`src/rtl/data_ram_responder.sv`:
```
// Data-memory responder for the MEM stage: single-outstanding load/store target with
// programmable fixed latency, RV32I byte/half/word lanes and error flagging.
module data_ram_responder #(
    parameter int unsigned DEPTH_WORDS = 64,
    parameter int unsigned ADDR_W      = 10,
    parameter int unsigned LATENCY     = 2
) (
    input  logic              clk,
    input  logic              resetIn,
    input  logic              reqValid,
    output logic              reqReady,
    input  logic              reqWrite,
    input  logic [2:0]        reqFunc3,
    input  logic [ADDR_W-1:0] reqAddr,
    input  logic [31:0]       reqWData,
    output logic              respValid,
    output logic [31:0]       respData,
    output logic              respError
);

    localparam int unsigned CNT_W  = 4;
    localparam int unsigned WIDX_W = ADDR_W - 2;
    localparam int unsigned IDX_W  = (DEPTH_WORDS > 1) ? $clog2(DEPTH_WORDS) : 1;

    typedef enum logic [1:0] {
        S_IDLE = 2'd0,
        S_BUSY = 2'd1,
        S_RESP = 2'd2
    } state_t;

    state_t             state_q, state_d;
    logic [CNT_W-1:0]   cnt_q, cnt_d;
    logic               lat_write_q;
    logic [2:0]         lat_func3_q;
    logic [ADDR_W-1:0]  lat_addr_q;
    logic [31:0]        lat_wdata_q;
    logic               resp_valid_q, resp_valid_d;
    logic [31:0]        resp_data_q, resp_data_d;
    logic               resp_error_q, resp_error_d;
    logic               req_ready_q, req_ready_d;
    logic               latch_en;
    logic               commit;

    // Storage is deliberately not reset; it may be preloaded externally.
    logic [31:0]        mem [DEPTH_WORDS];

    logic [WIDX_W-1:0]  word_idx;
    logic [IDX_W-1:0]   mem_idx;
    logic               in_range;
    logic [31:0]        rd_word;

    assign word_idx = lat_addr_q[ADDR_W-1:2];
    assign mem_idx  = word_idx[IDX_W-1:0];
    assign in_range = 32'(word_idx) < DEPTH_WORDS;
    assign rd_word  = mem[mem_idx];

    // funct3 decode into access size and signedness; unsigned forms exist only for loads
    logic size_byte, size_half, size_word, load_unsigned, f3_ok;

    always_comb begin
        size_byte     = 1'b0;
        size_half     = 1'b0;
        size_word     = 1'b0;
        load_unsigned = 1'b0;
        f3_ok         = 1'b0;
        case (lat_func3_q)
            3'b000: begin size_byte = 1'b1; f3_ok = 1'b1; end
            3'b001: begin size_half = 1'b1; f3_ok = 1'b1; end
            3'b010: begin size_word = 1'b1; f3_ok = 1'b1; end
            3'b100: begin size_byte = 1'b1; load_unsigned = 1'b1; f3_ok = ~lat_write_q; end
            3'b101: begin size_half = 1'b1; load_unsigned = 1'b1; f3_ok = ~lat_write_q; end
            default: ;
        endcase
    end

    logic misaligned;
    logic acc_error;

    assign misaligned = (size_half & lat_addr_q[0]) |
                        (size_word & (lat_addr_q[1:0] != 2'b00));
    assign acc_error  = ~f3_ok | misaligned | ~in_range;

    // Load lane extraction and extension
    logic [7:0]  ld_byte;
    logic [15:0] ld_half;
    logic [31:0] load_data;

    always_comb begin
        ld_byte = rd_word[7:0];
        case (lat_addr_q[1:0])
            2'd0: ld_byte = rd_word[7:0];
            2'd1: ld_byte = rd_word[15:8];
            2'd2: ld_byte = rd_word[23:16];
            2'd3: ld_byte = rd_word[31:24];
            default: ld_byte = rd_word[7:0];
        endcase
        ld_half = lat_addr_q[1] ? rd_word[31:16] : rd_word[15:0];

        load_data = rd_word;
        if (size_byte) begin
            load_data = load_unsigned ? {24'd0, ld_byte} : {{24{ld_byte[7]}}, ld_byte};
        end else if (size_half) begin
            load_data = load_unsigned ? {16'd0, ld_half} : {{16{ld_half[15]}}, ld_half};
        end
    end

    // Store lane merge: replicate right-aligned data across lanes, then byte-enable select
    logic [3:0]  st_be;
    logic [31:0] st_lanes;
    logic [31:0] st_word;

    always_comb begin
        st_be    = 4'b1111;
        st_lanes = lat_wdata_q;
        if (size_byte) begin
            st_be    = 4'b0001 << lat_addr_q[1:0];
            st_lanes = {4{lat_wdata_q[7:0]}};
        end else if (size_half) begin
            st_be    = lat_addr_q[1] ? 4'b1100 : 4'b0011;
            st_lanes = {2{lat_wdata_q[15:0]}};
        end
        for (int i = 0; i < 4; i++) begin
            st_word[8*i +: 8] = st_be[i] ? st_lanes[8*i +: 8] : rd_word[8*i +: 8];
        end
    end

    // Next-state and registered-output logic
    always_comb begin
        state_d      = state_q;
        cnt_d        = cnt_q;
        resp_valid_d = 1'b0;
        resp_data_d  = resp_data_q;
        resp_error_d = resp_error_q;
        req_ready_d  = 1'b0;
        latch_en     = 1'b0;
        commit       = 1'b0;
        case (state_q)
            S_IDLE: begin
                req_ready_d = 1'b1;
                if (reqValid && req_ready_q) begin
                    latch_en    = 1'b1;
                    cnt_d       = CNT_W'(LATENCY - 1);
                    state_d     = S_BUSY;
                    req_ready_d = 1'b0;
                end
            end
            S_BUSY: begin
                if (cnt_q != '0) begin
                    cnt_d = cnt_q - CNT_W'(1);
                end else begin
                    state_d      = S_RESP;
                    resp_valid_d = 1'b1;
                    resp_error_d = acc_error;
                    resp_data_d  = (acc_error || lat_write_q) ? 32'd0 : load_data;
                    commit       = lat_write_q & ~acc_error;
                end
            end
            S_RESP: begin
                state_d     = S_IDLE;
                req_ready_d = 1'b1;
            end
            default: state_d = S_IDLE;
        endcase
    end

    always_ff @(posedge clk) begin
        if (resetIn) begin
            state_q      <= S_IDLE;
            cnt_q        <= '0;
            lat_write_q  <= 1'b0;
            lat_func3_q  <= '0;
            lat_addr_q   <= '0;
            lat_wdata_q  <= '0;
            resp_valid_q <= 1'b0;
            resp_data_q  <= '0;
            resp_error_q <= 1'b0;
            req_ready_q  <= 1'b0;
        end else begin
            state_q      <= state_d;
            cnt_q        <= cnt_d;
            resp_valid_q <= resp_valid_d;
            resp_data_q  <= resp_data_d;
            resp_error_q <= resp_error_d;
            req_ready_q  <= req_ready_d;
            if (latch_en) begin
                lat_write_q <= reqWrite;
                lat_func3_q <= reqFunc3;
                lat_addr_q  <= reqAddr;
                lat_wdata_q <= reqWData;
            end
        end
    end

    // Reset aborts a pending store even on its commit edge
    always_ff @(posedge clk) begin
        if (commit && !resetIn) begin
            mem[mem_idx] <= st_word;
        end
    end

    assign reqReady  = req_ready_q;
    assign respValid = resp_valid_q;
    assign respData  = resp_data_q;
    assign respError = resp_error_q;

endmodule

```
`config.mk`:
```
export PLATFORM = sky130hd
export DESIGN_NAME = data_ram_responder
export DESIGN_NICKNAME = d
export VERILOG_FILES = /design/src/rtl/data_ram_responder.sv
export SDC_FILE = /design/constraint.sdc
export NUM_CORES = 2
export LEC_CHECK = 0
export CORE_ASPECT_RATIO = 0.75
export CORE_MARGIN = 5
export CORE_UTILIZATION = 38
export CTS_BUF_LIST = sky130_fd_sc_hd__clkbuf_8
export DETAILED_ROUTE_END_ITERATION = 8
export PLACE_DENSITY = 0.55
export SLEW_MARGIN = 15
export SYNTH_ARGS = -nofsm -noshare
export SYNTH_HDL_FRONTEND = slang
export SYNTH_SLANG_ARGS = --single-unit
```
`constraint.sdc`:
```
create_clock -name clk -period 6.7 [get_ports clk]
set_clock_uncertainty 0.05 [all_clocks]
set_input_delay 1.005 -clock clk [delete_from_list [all_inputs] [get_ports clk]]
set_output_delay 1.005 -clock clk [all_outputs]
set_load 0.02 [all_outputs]
```
* Word-level counts from Yosys, hierarchy flattened
Memories as Yosys holds them, arrays and structs flattened. A register that Yosys moved wholly into a read port is not among the register bits. Index checks and enable logic that the tools add are counted.
Word-level totals: bits in latches 0, memories kept 1, bits in writable memories 2048, bits in registers 87, word-level logic and storage cells 94, bits in read-only memories 0
Operators by class: add/subtract/negate cells 1, bitwise logic cells 12, reductions and logical operators 18, equal/unequal tests 12, multipliers 0, $lt $le $gt $ge 1, multiplexer cells 38, divide/modulo/power cells 0, shift operators 1
Memories:
- mem | depth 64, bits a word 32, rd ports 1, clocked after memory_dff 1, write ports 1, line 45 | logic [31:0] mem [DEPTH_WORDS];
Operators with widths (number):
- 32-bit two-way mux | 7
- 8-bit two-way mux | 4
- 8-bit case mux with 4 select lines | 1
- 4-bit two-way mux | 5
- 16-bit two-way mux | 1
- 1-bit two-way mux | 12
- 6-bit two-way mux | 2
- 8-bit by 7-bit < comparator with 1-bit output, second input constant | 1
- 4-bit case mux with 2 select lines | 1
- 2-bit OR reduction | 4
- 2-bit == test, second input constant | 3
- 3-bit == test, second input constant | 2
- 2-bit != test, second input constant | 3
- 1-bit NOT | 6
- 2-bit by 1-bit == test with 1-bit output, second input constant | 2
- 2-bit logical NOT | 2
- 2-bit two-way mux | 2
- 1-bit case mux with 2 select lines | 2
- 2-bit case mux with 2 select lines | 1
- 2-bit AND reduction | 2
- 2-bit nonzero test | 2
- 4-bit nonzero test | 1
- 1-bit by 2-bit left shift with 4-bit output, first input constant | 1
- 4-bit by 1-bit subtractor with 4-bit output, second input constant | 1
- other kinds (10) | 15

* Logic depth before layout (Yosys ltp)
word-level depth 14, depth in mapped cells 14, mapped depth without buffers 8

* Worst setup path before layout
OpenSTA, ideal clock, no wires.
path type flip-flop to flip-flop, start reg with a tool-made name, end mem mem[0][5] (data pin), stages on the path, launching flop included 11, setup time 702 ps, setup slack 1271 ps, data arrival time 4677 ps, period minus slack after synthesis 5429 ps, cells stage by stage dfxtp_1 -> buf_2 -> buf_2 -> buf_2 -> buf_2 -> buf_2 -> clkbuf_1 -> mux4_2 -> mux2_2 -> a21oi_1 -> o21ai_0
RTL lines (line):
- to (decl) | 45

==> results.cfg <==
[power_and_ir_drop]
sw_frac_of_total = 0.2517
clock_power_share = 0.357
p_comb_frac = 0.091
peakVddDrop_uv = 206.3
p_int_mw = 20.97
p_leak_nw = 28.78
power_density_mw_per_mm2 = 297.8
p_switching_mw = 7.056
p_seq_frac = 0.552

[yosys]
synth-compound-area-share = 0.02644
synth_nets = 3809
async_reset_ff_frac = 0
synthSimpleGateAreaFrac = 0.02051
yosys.area_share.xor_xnor = 0.0003181
synth.area.top_cells = edfxtp_1, mux4_2, dfxtp_1
synthDistinctLibCells = 58
synth-adder-area-share = 0.0001515
yosysWarnings = 0
yosysTopAreaCell = edfxtp_1
synth_top_family_by_area = multiplexers
synthFlopType = edfxtp_1
synth.avg_cell_area_um2 = 21.98
synth_area_mm2 = 0.08261
syn_inst = 3759
synth_edf_count = 2048
synth_top_area_frac = 0.7444
synth_seq_cells = 2141
seq_area_frac_synth = 0.7670
synth_mux_area_frac = 0.1700

[finish]
fin_nets = 4184
finalInstanceArea_mm2 = 0.09413
area.growth.synth_to_final_pct = 13.94
drive_gt1_frac = 0.2932
nFillCells = 18570
stdcell_count = 7236
utilization = 0.4345

[global_route]
grt_pass1_wl_um = 330200
grt_pass1_vias = 40930
grt-ovfl-total = 0
grt_usage = 0.2067
grt_max_degree = 77
antenna_found_initial = 12

[die]
num_rows = 148
start_util = 0.3813
core_region_area_mm2 = 0.2167
die-width_um = 548.4
dieArea_mm2 = 0.2269
die_h_um = 413.8
io-pin-count = 84

[routing]
viasPerCell = 5.751
ant_nets = 0
wl_um = 237900
remaining_drc_errors = 0
drt_iter0_markers = 5457
vias = 41620
drt_pass1_iterations = 8
route.detailed.wl_per_inst_um = 32.87

[hold_path]
hp-class = flip-flop to flip-flop

[setup_path]
crit_path_max_fanout = 64
cp-end-kind = flip-flop
start_kind = flip-flop
crit_type = flip-flop to flip-flop
required_ps = 7190
cp.arrival_ps = 5650

[clock_network]
clock_sinks = 2141
clk_latency_ps = 950
clkTransAtPathRegs_ps = 60
hold_buffers = 0
htreeDepth = 5
cts.repair.resized = 0
cts_setup_buffers = 0
cts_root_buf = clkbuf_8
cts_tree = built
cts_buffers = 324
clk_path_buf_depth = 4

[sta]
finalSetupViolations = 0
min_period_ps = 5156
setup_tns_ps = 0
final.period_utilization = 0.7695
finalHoldViolations = 0
rsz0062_at_grt = false
relSlewSlack = 0.1885
worstMarginPinSlew_ps = 1215
slew_viol_final = 0
max_freq_mhz = 194.0

[place]
dp_hpwl_um = 141600
place_area_mm2 = 0.08833
portBuffers = 83
dp_cells = 6658
routabilityCongestion = 0.9023

[outcome]
status = completed

[flow_run]
cap_viol_max_count = 0
==> routing by layer <==
layer  global-route usage  up-vias  part of all wire  wire, um
li1                     -    16640                 -         -
met1               0.3198    22620              0.45    106900
met2               0.2892     2018              0.43    101700
met3              0.05444      338             0.099     23480
met4              0.05280        0             0.024      5817
met5                    0        -                 0         0
==> stage by stage <==
stage	hold WS [ps]	setup WS (ps)	total power, mW
floorplan	386.0	1271	17.12
global placement	396.6	1659	18.24
detailed placement	398.1	1676	18.29
CTS	406.6	1623	28.22
global route	423.7	1433	28.97
finish	403.9	1544	28.03
==> state kept, by name (all words and copies together), names as in the netlist, named ones only <==
| signal | cells |
|---|---|
| reqReady | 1 |
| cnt_q | 4 |
| respValid | 1 |
| lat_write_q | 1 |
| respError | 1 |
| respData | 32 |
| lat_func3_q | 3 |
| mem | 2048 |
| lat_addr_q | 10 |
| lat_wdata_q | 32 |
| state_q | 2 |
==> synthesized netlist by cell type (2+ instances only) <==
| library cell | instances |
|---|---|
| nand3b_1 | 3 |
| a221oi_1 | 11 |
| and2_1 | 5 |
| or3_1 | 5 |
| a211oi_1 | 19 |
| a211oi_2 | 2 |
| clkbuf_1 | 67 |
| nor4_1 | 4 |
| and3_1 | 6 |
| buf_1 | 31 |
| inv_1 | 10 |
| a21o_1 | 2 |
| or3b_2 | 2 |
| o21a_1 | 9 |
| a32o_1 | 26 |
| nor3_2 | 6 |
| nand2_1 | 173 |
| o221ai_1 | 5 |
| buf_6 | 39 |
| nand3_1 | 19 |
| dfxtp_1 | 93 |
| mux4_2 | 562 |
| mux2i_1 | 125 |
| mux2_2 | 12 |
| nand4_1 | 4 |
| o21ai_0 | 24 |
| a22oi_1 | 38 |
| a21boi_0 | 2 |
| or2_2 | 3 |
| xnor2_1 | 3 |
| edfxtp_1 | 2048 |
| nor2b_1 | 27 |
| buf_2 | 55 |
| a22o_1 | 24 |
| nor2_1 | 105 |
| nand2b_1 | 7 |
| buf_4 | 17 |
| o22ai_1 | 26 |
| a221oi_2 | 9 |
| a21oi_1 | 101 |
| nor3_1 | 11 |
| a31oi_1 | 3 |
==> worst max-delay path, stage by stage, from the launching register on <==
cell	delay, ps
dfxtp_4	1050
buf_12	370
mux4_2	570
mux4_2	500
nand2_1	100
o221ai_1	430
a211oi_1	1080
a21oi_4	90
buf_4	380
==> final timing paths <==
| path | from | to | slack [ps] | cells past startpoint |
|---|---|---|---|---|
| max reg2reg | flip-flop | mem[25][10] | 1540 | 8 |
| max | flip-flop | mem[25][10] | 1540 | 8 |
| min | lat_addr_q[9] | lat_addr_q[9] | 400 | 2 |
| min reg2reg | lat_addr_q[9] | lat_addr_q[9] | 400 | 2 |
==> cells by family (layout without fill, tap and decap cells) <==
logic type / Yosys count / in the layout
flops: 2141 / 2141
fa+ha+maj: 1 / 1
simple gates: 382 / 382
compound gates: 310 / 310
xor+xnor: 3 / 3
mux: 699 / 699
buf+inv: 223 / 847
other cells: 0 / 3
==> power by group through the flow <==
stage | clock (mW) | sequential (mW) | combinational, mW
floorplan | 0 | 15.8 | 1.32
global placement | 0 | 15.8 | 2.48
detailed placement | 0 | 15.8 | 2.53
CTS | 10.2 | 15.5 | 2.53
global route | 10.8 | 15.5 | 2.68
finish | 10.0 | 15.5 | 2.55
==> cell usage in the layout, fill, tap and decap left out, types with 14 or more instances in the layout <==
cell / synthesis / routed
o22ai_1: 26 / 25
dfxtp_1: 93 / 87
mux4_2: 562 / 562
mux2i_1: 125 / 117
inv_1: 10 / 108
nor2_1: 105 / 39
clkinv_1: 1 / 82
a21oi_4: 0 / 14
nand3_1: 19 / 19
clkbuf_8: 0 / 328
nor2b_1: 27 / 26
a211oi_1: 19 / 19
clkinv_2: 0 / 41
buf_12: 1 / 26
clkdlybuf4s50_1: 0 / 82
a22o_1: 24 / 24
a32o_1: 26 / 26
a21oi_1: 101 / 84
nor2_4: 0 / 65
o21ai_0: 24 / 15
a22oi_1: 38 / 38
edfxtp_1: 2048 / 2048
buf_4: 17 / 151
nand2_1: 173 / 173
==> final cells by class <==
| type | count | area, um^2 | share of cell area |
|---|---|---|---|
| Antenna cell | 3 | 7.507 | 0.00007975 |
| Clock buffer | 328 | 4514 | 0.04796 |
| Clock inverter | 247 | 1270 | 0.01349 |
| Inverter | 12 | 50.05 | 0.0005317 |
| Multi-Input combinational cell | 1395 | 18870 | 0.2004 |
| Sequential cell | 2141 | 63380 | 0.6733 |
| Tap cell | 2850 | 3566 | 0.03788 |
| Timing Repair Buffer | 260 | 2480 | 0.02635 |
No activity file was read; power rests on OpenSTA's default activity.
